File: src/rtl/controle_ula.sv
// controle_ula: multi-cycle control unit for an 8-bit accumulator CPU.
// Sequences FETCH/DECODE/EXEC/MEM/WB/HALT and drives datapath strobes.
`default_nettype none

module controle_ula (
  input  logic       c,
  input  logic       reset,
  input  logic [7:0] instr,
  input  logic       mem_ready,
  input  logic       zero,
  output logic       mem_read,
  output logic       mem_write,
  output logic       ir_load,
  output logic       pc_inc,
  output logic       pc_load,
  output logic [2:0] ula_op,
  output logic       reg_write,
  output logic       wb_sel,
  output logic       halt,
  output logic [2:0] state,
  output logic [7:0] retired
);

  typedef enum logic [2:0] {
    FETCH  = 3'd0,
    DECODE = 3'd1,
    EXEC   = 3'd2,
    MEM    = 3'd3,
    WB     = 3'd4,
    HALT   = 3'd5
  } state_t;

  localparam logic [2:0] OP_ADD  = 3'b000;
  localparam logic [2:0] OP_SUB  = 3'b001;
  localparam logic [2:0] OP_OR   = 3'b010;
  localparam logic [2:0] OP_AND  = 3'b011;
  localparam logic [2:0] OP_LD   = 3'b100;
  localparam logic [2:0] OP_ST   = 3'b101;
  localparam logic [2:0] OP_BEQZ = 3'b110;
  localparam logic [2:0] OP_HLT  = 3'b111;

  state_t     cur_state;
  state_t     next_state;
  logic [7:0] ir;
  logic [7:0] retired_cnt;
  logic       retire;
  logic [2:0] opcode;

  assign opcode = ir[7:5];

  // Operand bits travel with the datapath's own copy of the instruction.
  logic unused_operand;
  assign unused_operand = ^ir[4:0];

  always_ff @(posedge c) begin
    if (reset) begin
      cur_state   <= FETCH;
      ir          <= 8'h00;
      retired_cnt <= 8'h00;
    end else begin
      cur_state <= next_state;
      if (ir_load) begin
        ir <= instr;
      end
      if (retire) begin
        retired_cnt <= retired_cnt + 8'd1;
      end
    end
  end

  always_comb begin
    next_state = cur_state;
    retire     = 1'b0;
    mem_read   = 1'b0;
    mem_write  = 1'b0;
    ir_load    = 1'b0;
    pc_inc     = 1'b0;
    pc_load    = 1'b0;
    ula_op     = 3'b000;
    reg_write  = 1'b0;
    wb_sel     = 1'b0;
    halt       = 1'b0;

    case (cur_state)
      FETCH: begin
        mem_read = 1'b1;
        if (mem_ready) begin
          ir_load    = 1'b1;
          pc_inc     = 1'b1;
          next_state = DECODE;
        end
      end

      DECODE: begin
        if (opcode == OP_HLT) begin
          next_state = HALT;
          retire     = 1'b1;
        end else begin
          next_state = EXEC;
        end
      end

      EXEC: begin
        case (opcode)
          OP_ADD, OP_SUB, OP_OR, OP_AND: begin
            ula_op     = opcode;
            next_state = WB;
          end
          OP_LD, OP_ST: begin
            next_state = MEM;
          end
          OP_BEQZ: begin
            ula_op     = 3'b001;
            pc_load    = zero;
            next_state = FETCH;
            retire     = 1'b1;
          end
          default: begin
            next_state = FETCH;
          end
        endcase
      end

      MEM: begin
        if (opcode == OP_LD) begin
          mem_read = 1'b1;
          if (mem_ready) begin
            next_state = WB;
          end
        end else if (opcode == OP_ST) begin
          mem_write = 1'b1;
          if (mem_ready) begin
            next_state = FETCH;
            retire     = 1'b1;
          end
        end else begin
          next_state = FETCH;
        end
      end

      WB: begin
        reg_write  = 1'b1;
        wb_sel     = (opcode == OP_LD);
        next_state = FETCH;
        retire     = 1'b1;
      end

      HALT: begin
        halt = 1'b1;
      end

      default: begin
        next_state = FETCH;
      end
    endcase

    // While reset is held the unit presents the idle fetch request only.
    if (reset) begin
      mem_read  = 1'b1;
      mem_write = 1'b0;
      ir_load   = 1'b0;
      pc_inc    = 1'b0;
      pc_load   = 1'b0;
      ula_op    = 3'b000;
      reg_write = 1'b0;
      wb_sel    = 1'b0;
      halt      = 1'b0;
    end
  end

  assign state   = cur_state;
  assign retired = retired_cnt;

endmodule

`default_nettype wire
File: config.mk
export PLATFORM = sky130hd
export DESIGN_NAME = controle_ula
export DESIGN_NICKNAME = d
export VERILOG_FILES = /design/src/rtl/controle_ula.sv
export SDC_FILE = /design/constraint.sdc
export NUM_CORES = 1
export LEC_CHECK = 0
export ABC_AREA = 1
export CORE_MARGIN = 8
export CORE_UTILIZATION = 47
export CTS_CLUSTER_DIAMETER = 30
export DETAILED_ROUTE_END_ITERATION = 6
export PLACE_DENSITY = 0.86
export SYNTH_ARGS = -nofsm -noshare
export SYNTH_HDL_FRONTEND = slang
export SYNTH_SLANG_ARGS = --single-unit
File: constraint.sdc
create_clock -name c -period 3.47 [get_ports c]
set_clock_uncertainty 0.2 [all_clocks]
set_input_delay 1.041 -clock c [delete_from_list [all_inputs] [get_ports c]]
set_output_delay 1.041 -clock c [all_outputs]
set_load 0.005 [all_outputs]
Word level (Yosys, flattened, before mapping)
Cells that the tools add are included.
Operators by class
  add/subtract/negate cells: 1
  multiply operators: 0
  divide/modulo/power cells: 0
  order comparisons: 0
  equal/unequal tests: 15
  shift-type cells: 0
  muxes and demuxes: 35
  bitwise operators: 1
  reductions and logical operators: 5
Operator list (number)
  $mux 3: 8
  $mux 1: 22
  $eq 3x3->1 const B: 6
  $pmux 3 s5: 1
  $eq 3x2->1 const B: 4
  $pmux 3 s2: 2
  $add 8x1->8 const B: 1
  $eq 3x1->1 const B: 2
  $logic_not 3->1: 2
  $ne 3x3->1 const B: 2
  $pmux 1 s4: 1
  $reduce_and 4->1: 1
  $reduce_or 4->1: 1
  $ne 2x2->1 const B: 1
  $pmux 1 s2: 1
  $reduce_or 2->1: 1
  $not 1->1: 1
Storage, ports and cells
  register bits: 19
  latch bits: 0
  bits in writable memories: 0
  ROM bits: 0
  output and inout port bits: 22
  word-level logic and storage cells: 60
  memories: 0

Depth between registers and ports, before layout
  word-level depth: 5
  gate-level depth with buffers: 9
  mapped depth without buffers: 9

Least setup slack after synthesis
Ideal clock, no wire load.
  path kind: input port to output port
  start: in reset
  end: out ula_op[0]
  arrival time: 1.583 ns
  path slack: 0.646 ns
  stages: 4
  cells stage by stage: clkbuf_1 -> inv_1 -> nand2_1 -> o31ai_1
On the way
  longest elaborated chain between the ends: 1
RTL lines
  from (decl): line 7  | input logic reset,
  $mux 3: line 158  | if (reset) begin
  to (decl): line 16  | output logic [2:0] ula_op,
Every way passes these cells.

Worst setup path in the final report
  start: in zero
  end: out pc_load
On the way
  longest elaborated chain between the ends: 3
RTL lines
  from (decl): line 10  | input logic zero,
  $mux 1: line 104  | case (opcode)
  $mux 1: line 84  | case (cur_state)
  $mux 1: line 158
  to (decl): line 15  | output logic pc_load,
Every way passes these cells.

==> flow_summary.yaml <==
outcome:
  status: "complete, no violations"
sta:
  setup_tns_ns: 0
  layout_min_cycle_time_ns: 3.374
  drv_slew: 0
  hold_violations: 0
  setup_violations: 0
  period_share_pct: 97.23
  fmax_mhz: 296.4
  rsz0062_at_grt: "no"
yosys:
  synthTopCellsByArea: "dfxtp_1 (29%), nand3_1 (14%), nand2_1 (11%)"
  synth_top_area_share_pct: 29.43
  yosys.area.top_type: "dfxtp_1"
  syn_area_um2: 952.2
  synthCells: 151
  synth_ff_type: "dfxtp_1"
  synth_area_per_cell_um2: 6.306
  yosysMostFrequentCell: "nand2_1"
  syn_nets: 164
  synth_common_cells: "nand2_1 (27), nand3_1 (26), nor2_1 (25), inv_1 (18), dfxtp_1 (14)"
  synth.distinct_cells: 25
  ys_seq_area_share_pct: 29.43
  synth_seq_cells: 14
  yosysWarnings: 0
  synth_edf_count: 0
  synth-async-reset-ratio_pct: 0
routing:
  routed_wl_um: 2382
  drtIter0Drc: 27
  vias: 1049
  via_per_inst: 5.043
  drcViolationCount: 0
  wl_per_cell_um: 11.45
  detail-route-antenna-nets: 0
  drtPass1Iterations: 4
critical_path:
  cp.arrival_ns: 2.13
  path_class: "in -> out"
  endpoint_kind: "primary output"
  cp-start-kind: "primary input"
  crit_required_ns: 2.23
  path_max_fanout: 1
pwr:
  p_leak_nw: 0.5486
  power_density_mw_per_mm2: 353.2
  finalPower_mw: 0.4503
  worst_ir_drop_vdd_uv: 304.7
layout:
  diodes: 0
  nFillCells: 190
  syn2layout_area_growth_pct: 33.90
  final-instance-count-excl-fill: 208
  post-route-util_pct: 65.66
  drive_gt1_share_pct: 10.50
  final_nets: 196
clocking:
  cts_buffers: 3
  clk_pin_slew_ns: 0.08
  cts.sinks: 14
  post_cts_buffers: 0
  cts_tree: "done"
  clock_latency_ns: 0.27
  cts_root_buffer: "clkbuf_4"
  clock_path_buffers: 2
  cts.htree.levels: 1
job:
  cap_viol_max_count: 0
floorplan:
  die_width_um: 61.01
  std_cell_rows: 16
  io_pins: 34
  die_area_mm2: 0.003722
  core_region_area_mm2: 0.001942
  start_util_pct: 49.03
  die_y_um: 61.01
place:
  portBuffers: 27
  gp_congestion: 0.8698
  hpwl_um: 1940
  dp_cells: 205
global_route:
  antenna_found_initial: 0
  grt_max_degree: 12
  track_usage_pct: 13.63
  grt_pass1_vias: 947
  grt_overflow: 0
  grt_pass1_wl_um: 4008
hold_path:
  hold_class: "reg -> reg"
## flip-flops by register name (all words and copies together) (netlist names)
name and flops:
state 3, ir 3, retired 8
## metal layers
metal  part of all wire, %  global-route usage [%]  routed length (um)  up-vias
met3                   5.5                   2.714                 130        3
met4                  0.34                   3.987                   8        0
met2                    50                   24.13                1180       37
met1                    45                   16.07                1063      465
met5                     0                       0                   0        -
li1                      -                       -                   -      544
## cell type report
type,count,area [um^2],share of cell area (%)
clock buffer,3,22.52,1.766
inverter,20,75.07,5.888
multi-input combinational,112,563.0,44.16
sequential,14,280.3,21.98
tap,27,33.78,2.650
timing repair buffer,32,300.3,23.55
## placed cells by master, fill, tap and decap left out
master and count:
inv_1 17, a31oi_1 1, nand3_1 26, nor2_1 25, ha_1 1, nand2_4 1
o31ai_1 1, inv_2 3, nor2_2 3, nand2_1 27, o21ai_0 1, nor4_1 2
dfxtp_1 14, conb_1 1, a211oi_1 3, clkdlybuf4s50_1 24, clkbuf_2 1, nand4_1 2
nor3_1 1, dlygate4sd2_1 2, buf_4 5, xor2_1 5, nor2_4 2, nand2_2 1
nand3b_1 1, a21oi_1 8, clkbuf_4 3
## kinds of logic after synthesis
kind of cell / after synthesis / share of synthesized area (%)
AO/OA/AOI/OAI: 14 / 8.542
buffers and inverters: 25 / 11.43
XOR/XNOR: 5 / 4.599
other: 1 / 0.3938
flip-flops: 14 / 29.44
AND/OR/NAND/NOR: 91 / 44.28
adder cells (fa/ha/maj): 1 / 1.314
## worst paths after layout
kind | slack [ns] | endpoint | start | cells past startpoint
max | 0.1 | pc_load | zero | 4
min reg2reg | 0.32 | retired[6]$_SDFFE_PP0P_ | retired[6]$_SDFFE_PP0P_ | 2
max reg2reg | 1.79 | retired[0]$_SDFFE_PP0P_ | state[0]$_SDFFE_PP0P_ | 8
min | 0.32 | retired[6]$_SDFFE_PP0P_ | retired[6]$_SDFFE_PP0P_ | 2
## worst max-delay path: stages
cell	delay, ns
clkdlybuf4s50_1	0.45
inv_1	0.03
nor2_1	0.09
clkdlybuf4s50_1	0.51
## repair_timing
action	CTS	global route
setup endpoints to repair	10	7
pin swaps	0	0
endpoints found under the hold margin	0	0
gates resized for setup	3	3
hold buffers	0	0
## per-stage QoR
step	hold slack [ns]	cell area [um^2]	setup WS [ns]
final	0.3222	1275	0.09598
after global routing	0.3389	1275	0.03241
after CTS	0.3233	1279	0.01163
after detailed placement	0.3112	1260	-0.2557
after global placement	0.2928	1260	-0.2465
after floorplan	0.2986	952.2	0.6456
## report_power, final
| group | internal [mW] | switching [mW] | total (mW) |
|---|---|---|---|
| clock network | 0.0401 | 0.0495 | 0.0896 |
| registers | 0.177 | 0.0282 | 0.205 |
| logic | 0.0716 | 0.0843 | 0.156 |
| total | 0.288 | 0.162 | 0.450 |
(Power assumes the default switching activity.)
